==> src/rtl/alu_pkg.sv <==
// alu_pkg: shared types for the ALU command driver.
// Opcode and FSM state encodings, default width.
package alu_pkg;

  localparam int WIDTH_DEFAULT = 16;

  typedef enum logic [1:0] {
    OP_ADD  = 2'd0,
    OP_SUB  = 2'd1,
    OP_NOTB = 2'd2,
    OP_SGT  = 2'd3
  } op_e;

  typedef enum logic [1:0] {
    IDLE   = 2'd0,
    EXEC   = 2'd1,
    RESULT = 2'd2
  } state_e;

endpackage

==> src/rtl/alu_ref_model.sv <==
// alu_ref_model: combinational golden model of the
// add/sub/not-b/set-greater-than ALU.
module alu_ref_model
  import alu_pkg::*;
#(
  parameter int WIDTH = WIDTH_DEFAULT
) (
  input  logic [1:0]       op,
  input  logic [WIDTH-1:0] a,
  input  logic [WIDTH-1:0] b,
  output logic [WIDTH-1:0] r
);

  // Expected ALU result for the registered issue
  always_comb begin
    r = '0;
    unique case (op_e'(op))
      OP_ADD:  r = a + b;
      OP_SUB:  r = a - b;
      OP_NOTB: r = ~b;
      OP_SGT:  r = {{(WIDTH-1){1'b0}}, (a > b)};
      default: r = '0;
    endcase
  end

endmodule

==> src/rtl/alu_cmd_driver.sv <==
// alu_cmd_driver: command-stream accumulator driving an
// external ALU. Optional ALU_CHECK_EN adds a sticky err check.
module alu_cmd_driver
  import alu_pkg::*;
#(
  parameter int WIDTH = WIDTH_DEFAULT
) (
  input  logic             clk,
  input  logic             reset,
  input  logic             cmd_valid,
  output logic             cmd_ready,
  input  logic             cmd_load,
  input  logic [1:0]       cmd_op,
  input  logic [WIDTH-1:0] cmd_operand,
  input  logic             cmd_last,
  output logic [1:0]       alu_op,
  output logic [WIDTH-1:0] alu_a,
  output logic [WIDTH-1:0] alu_b,
  input  logic [WIDTH-1:0] alu_r,
  output logic             res_valid,
  input  logic             res_ready,
  output logic [WIDTH-1:0] res_data,
  output logic             err
);

  state_e           state;
  logic [WIDTH-1:0] acc;
  logic             last_q;
  logic             cmd_fire;

  assign cmd_ready = (state == IDLE);
  assign cmd_fire  = cmd_valid && cmd_ready;

  // Command FSM: load/issue, capture ALU result, publish
  always_ff @(posedge clk) begin
    if (reset) begin
      state     <= IDLE;
      acc       <= '0;
      last_q    <= 1'b0;
      alu_op    <= '0;
      alu_a     <= '0;
      alu_b     <= '0;
      res_data  <= '0;
      res_valid <= 1'b0;
    end else begin
      unique case (state)
        IDLE: begin
          if (cmd_fire) begin
            if (cmd_load) begin
              acc <= cmd_operand;
              if (cmd_last) begin
                res_data  <= cmd_operand;
                res_valid <= 1'b1;
                state     <= RESULT;
              end
            end else begin
              alu_op <= cmd_op;
              alu_a  <= acc;
              alu_b  <= cmd_operand;
              last_q <= cmd_last;
              state  <= EXEC;
            end
          end
        end
        EXEC: begin
          acc <= alu_r;
          if (last_q) begin
            res_data  <= alu_r;
            res_valid <= 1'b1;
            state     <= RESULT;
          end else begin
            state <= IDLE;
          end
        end
        RESULT: begin
          if (res_ready) begin
            res_valid <= 1'b0;
            state     <= IDLE;
          end
        end
        default: state <= IDLE;
      endcase
    end
  end

`ifdef ALU_CHECK_EN
  logic [WIDTH-1:0] exp_r;

  alu_ref_model #(.WIDTH(WIDTH)) u_ref (
    .op (alu_op),
    .a  (alu_a),
    .b  (alu_b),
    .r  (exp_r)
  );

  // Sticky flag: ALU disagreed with the model during EXEC
  always_ff @(posedge clk) begin
    if (reset) begin
      err <= 1'b0;
    end else if (state == EXEC && alu_r != exp_r) begin
      err <= 1'b1;
    end
  end
`else
  assign err = 1'b0;
`endif

endmodule

==> config.mk <==
export PLATFORM = sky130hd
export DESIGN_NAME = alu_cmd_driver
export DESIGN_NICKNAME = d
export VERILOG_FILES = /design/src/rtl/alu_pkg.sv /design/src/rtl/alu_ref_model.sv /design/src/rtl/alu_cmd_driver.sv
export SDC_FILE = /design/constraint.sdc
export NUM_CORES = 1
export LEC_CHECK = 0
export CORE_MARGIN = 4
export CORE_UTILIZATION = 44
export CTS_BUF_LIST = sky130_fd_sc_hd__clkbuf_8
export DETAILED_ROUTE_END_ITERATION = 10
export PLACE_DENSITY = 0.79
export SLEW_MARGIN = 20
export SYNTH_ARGS = -nofsm -noshare
export SYNTH_HDL_FRONTEND = slang
export SYNTH_SLANG_ARGS = --single-unit
==> constraint.sdc <==
create_clock -name clk -period 1.55 [get_ports clk]
set_input_delay 0.155 -clock clk [delete_from_list [all_inputs] [get_ports clk]]
set_output_delay 0.155 -clock clk [all_outputs]
set_load 0.01 [all_outputs]
* Word level (Yosys, flattened, before mapping)
Cells that the tools add are included.
** Storage, ports and cells
- Output and inout port bits :: 53
- Input port bits :: 40
- Register bits :: 70
** Cells by class
- Reduce and logical (&&, ||, !) cells :: 9
- Bitwise gates (word level) :: 1
- Muxes and demuxes :: 20
- Equality and inequality tests :: 8
** Operators with widths (count)
- two-way mux 16 bit :: 6
- one-hot mux 16 bit (2 select lines) :: 2
- two-way mux 2 bit :: 5
- AND reduction 3 bit :: 3
- inequality test 2 x 1 -> 1 bit (second input constant) :: 3
- one-hot mux 2 bit (3 select lines) :: 1
- AND reduction 6 bit :: 1
- two-way mux 1 bit :: 5
- AND reduction 5 bit :: 1
- inequality test 2 bit (second input constant) :: 2
- inequality test 3 x 2 -> 1 bit (second input constant) :: 1
- one-hot mux 1 bit (3 select lines) :: 1
- nonzero test 3 bit :: 1
- == test 2 x 1 -> 1 bit (second input constant) :: 1
- == test 2 bit (second input constant) :: 1
- zero test 2 bit :: 1
- nonzero test 2 bit :: 1
- logical AND 1 bit :: 1
- NOT 1 bit :: 1

* Longest topological paths before layout
- Word-level depth :: 4
- Mapped depth :: 6
- Gate-level depth less buffers :: 3

* Worst setup path before layout
OpenSTA, ideal clock, no wires.
- Path kind :: register to register
- Start :: register state[0]
- End :: register alu_a[10]
- Setup slack :: 0.091 ns
- Data arrival time :: 1.327 ns
- Data required time :: 1.418 ns
- Path buffers :: 3
- Cell stages (with the launch flop) :: 7
- Period minus slack after synthesis :: 1.459 ns
- Library setup time :: 0.132 ns
- Path through :: dfxtp_1 > buf_4 > or4b_1 > buf_2 > buf_6 > nand2_1 > a21oi_1
** Between the ends
- Word-level cells in the longest chain between the ends :: 3
** RTL lines
- start: declaration :: RTL line alu_cmd_driver.sv:26 : state_e state;
- start signal: assignment :: RTL line alu_cmd_driver.sv:37 : state <= IDLE;
- start signal: assignment :: RTL line alu_cmd_driver.sv:54 : state <= RESULT;
- start signal: assignment :: RTL line alu_cmd_driver.sv:61 : state <= EXEC;
- zero test 2 bit (*) :: RTL line alu_cmd_driver.sv:31, alu_cmd_driver.sv:46
- logical AND 1 bit :: RTL line alu_cmd_driver.sv:32 : assign cmd_fire = cmd_valid && cmd_ready;
- AND reduction 3 bit (no line) (*)
- end signal: assignment :: RTL line alu_cmd_driver.sv:41 : alu_a <= '0;
- end signal: assignment :: RTL line alu_cmd_driver.sv:58 : alu_a <= acc;
- end: declaration :: RTL line alu_cmd_driver.sv:17 : output logic [WIDTH-1:0] alu_a,
Mark *: on every way between the ends. The rest lies on a longest branch, timed or not.
A chain may end at the register's enable or synchronous reset.

* Final worst setup path
- Start :: register state[0]
- End :: register res_data[12]
** Between the ends
- Word-level cells in the longest chain between the ends :: 4
- Elaborated cells between the ends (all ways) :: 10
- Classes of those cells :: eq/ne (5); mux (1); reduce/logical (4)
** RTL lines
- zero test 2 bit :: RTL line alu_cmd_driver.sv:31, alu_cmd_driver.sv:46
- logical AND 1 bit :: RTL line alu_cmd_driver.sv:32
- inequality test 2 x 1 -> 1 bit (no line)
- AND reduction 5 bit (no line)
- end signal: assignment :: RTL line alu_cmd_driver.sv:52 : res_data <= cmd_operand;
- end signal: assignment :: RTL line alu_cmd_driver.sv:68 : res_data <= alu_r;
- end: declaration :: RTL line alu_cmd_driver.sv:22 : output logic [WIDTH-1:0] res_data,
Several ways; a longest one is shown, not always the timed one.

==> results.cfg <==
[floorplan]
rows = 30
start_util_pct = 45.28
io_pins = 93
die_h_um = 91.38
die_w_um = 91.38
core_area_mm2 = 0.006756
dieArea_mm2 = 0.008350

[yosys]
yosysSeqAreaShare_pct = 45.81
synth_area_leaders = dfxtp_1, nand2_1, a21oi_1
synthCells = 342
yosysTopAreaCellShare_pct = 45.81
synth_largest_area_cell = dfxtp_1
synth-seq-cells = 70
synth_nets = 382
synth.cell_area_mm2 = 0.003059
yosys_warnings = 0
ys_types = 22
postSynthAreaPerCell_um2 = 8.945

[power]
p_leak_nw = 1.633
clkPwrFrac_pct = 30.3
powerDensity_mw_per_mm2 = 903.5
p_int_mw = 2.848
combPwrFrac_pct = 19.1
vdd_drop_max_v = 0.0005507
pwr-share-seq_pct = 50.6
power_switching_mw = 1.045
switching_share_pct = 26.85
total_power_mw = 3.893

[routing]
drcViolationCount = 0
routedWlPerCell_um = 15.85
drt_iter0_drc = 107
vias_per_cell = 5.230
ant_nets = 0
vias = 2746
dr.pass1.iters = 4
wl_um = 8319

[cells_and_area]
final_core_utilization_pct = 63.78
layout-drive-gt1-share_pct = 14.16
nNetsFinal = 481
syn_to_final_growth_pct = 40.86
multi_input_area_mm2 = 0.001396
fillers = 589
register_area_mm2 = 0.001405
n_antenna_cell = 0

[sta]
setup_viol = 0
setup_tns_ns = 0
post-route-min-period_ns = 1.463
maxSlewViolCount = 0
rsz0062_at_grt = no
fin_worst_skew_ns = 0.005233
max_freq_mhz = 683.4
finalCritPeriodShare_pct = 94.41
hold_viol_final = 0
worst_slack_ns = 0.08670

[worst_setup_path]
endpoint_kind = flop
crit_type = flop to flop
startpoint_type = flop
cp_data_arrival_time_ns = 1.68
cp_max_fo = 9
worstPathRequired_ns = 1.76

[global_routing]
top_usage_layer = met2
grt_pass1_vias = 2705
antenna_found_initial = 0
overflow = 0
grt_max_degree = 35
met1_usage_pct = 25.19
gr-usage-met2_pct = 32.87
grt.total_usage_pct = 20.45
met3_usage_pct = 6.214
grt_pass1_wl_um = 13550

[cts]
clk_pin_slew_ns = 0.07
cts.path.max_buffers = 2
cts_buffers = 9
root_buffer = clkbuf_8
clock-sinks = 70
cts_max_level = 3
insertion_delay_ns = 0.34
cts_tree = built

[place]
io_buffers = 91
dp_slack_ns = -0.1760
place.gp.congestion = 0.8624
dp_hpwl_um = 6294

[worst_hold_path]
min_path_type = primary input to flop

[run_status]
outcome = finished clean

[flow_run]
drv_cap = 0
==> final timing paths <==
check        startpoint           end  slack, ns  cells past startpoint
max            state[0]  res_data[12]       0.09                      4
min               reset     alu_a[12]       0.22                      2
max reg2reg    state[0]  res_data[12]       0.09                      4
min reg2reg      acc[2]      alu_a[2]       0.45                      2
==> cell usage in the layout, fill, tap and decap left out <==
| cell type | synthesis | routed |
|---|---|---|
| o21ai_0 | 4 | 4 |
| dlygate4sd2_1 | 0 | 1 |
| nor2_1 | 2 | 2 |
| clkbuf_8 | 0 | 9 |
| buf_4 | 3 | 24 |
| a211oi_1 | 33 | 33 |
| a311oi_1 | 16 | 16 |
| buf_2 | 8 | 1 |
| dfxtp_4 | 0 | 1 |
| buf_6 | 6 | 2 |
| a21o_1 | 2 | 2 |
| clkdlybuf4s50_1 | 0 | 89 |
| nand2_1 | 71 | 71 |
| inv_1 | 19 | 23 |
| mux2i_1 | 16 | 16 |
| buf_12 | 0 | 4 |
| a21oi_1 | 53 | 53 |
| clkinv_2 | 0 | 2 |
| dfxtp_1 | 70 | 69 |
| nor4b_4 | 1 | 1 |
| mux2_2 | 17 | 17 |
| or4b_1 | 1 | 1 |
| a21o_4 | 1 | 1 |
| nand4b_4 | 1 | 1 |
| conb_1 | 1 | 1 |
| nand2b_1 | 1 | 1 |
==> layer usage <==
metal / wire, um / vias up
met2: 4006 / 79
met1: 3555 / 1250
li1: - / 1401
met5: 0 / -
met3: 525 / 16
met4: 231 / 0
==> critical path: stages, from the launching register on <==
cell and delay, ns:
dfxtp_4 0.40, buf_4 0.19, mux2_2 0.35, a211oi_1 0.31
a211oi_1 0.09
==> cells by family (layout without fill, tap and decap cells) <==
kind of cell / after synthesis / after routing / synth area share [%]
AOI/OAI and AO/OA: 109 / 109 / 22.99
DFF: 70 / 70 / 45.81
other: 1 / 1 / 0.1226
and+or+nand+nor: 77 / 77 / 11.04
buffers and inverters: 52 / 155 / 8.548
muxes: 33 / 33 / 11.49
==> area by class of cell <==
| type | count | area share (%) |
|---|---|---|
| clock buffer | 9 | 2.875 |
| clock inverter | 6 | 0.5807 |
| inverter | 19 | 1.655 |
| multi-input combinational | 220 | 32.40 |
| sequential | 70 | 32.61 |
| tap | 80 | 2.323 |
| timing repair buffer | 121 | 27.56 |
==> per-stage QoR <==
stage	instances	cell area (um^2)	hold WS (ns)
floorplan	342	3059	0.2910
global placement	510	4150	0.4415
detailed placement	510	4150	0.4441
CTS	525	4299	0.2112
global route	525	4309	0.2399
finish	525	4309	0.2182
==> power by group through the flow <==
stage | Clock [mW] | Combinational [mW] | Sequential (mW)
after floorplan | 0 | 0.355 | 2.02
after global placement | 0 | 0.732 | 2.01
after detailed placement | 0 | 0.745 | 2.01
after CTS | 1.20 | 0.745 | 1.97
after global routing | 1.30 | 0.805 | 1.98
final | 1.18 | 0.743 | 1.97
==> synth_stat cells, drive strengths merged <==
master,number
nand2,71
nand2b,1
a311oi,16
or4b,1
nand4b,1
nor4b,1
clkbuf,15
a21oi,53
mux2,17
conb,1
mux2i,16
inv,19
buf,18
a21o,3
a211oi,33
dfxtp,70
nor2,2
o21ai,4
==> repair_timing <==
item / in CTS / in global routing
setup buffers: 0 / 0
hold endpoints to repair: 0 / 0
setup endpoints to repair: 14 / 11
hold buffers: 0 / 0
resized for setup: 2 / 3
==> sequential cells by signal, summed over array words and instances (netlist names) <==
name       flops
acc           16
alu_a         16
alu_b         16
alu_op         2
last_q         1
res_data      16
res_valid      1
state          2
Power figures use the tool's default switching activity.
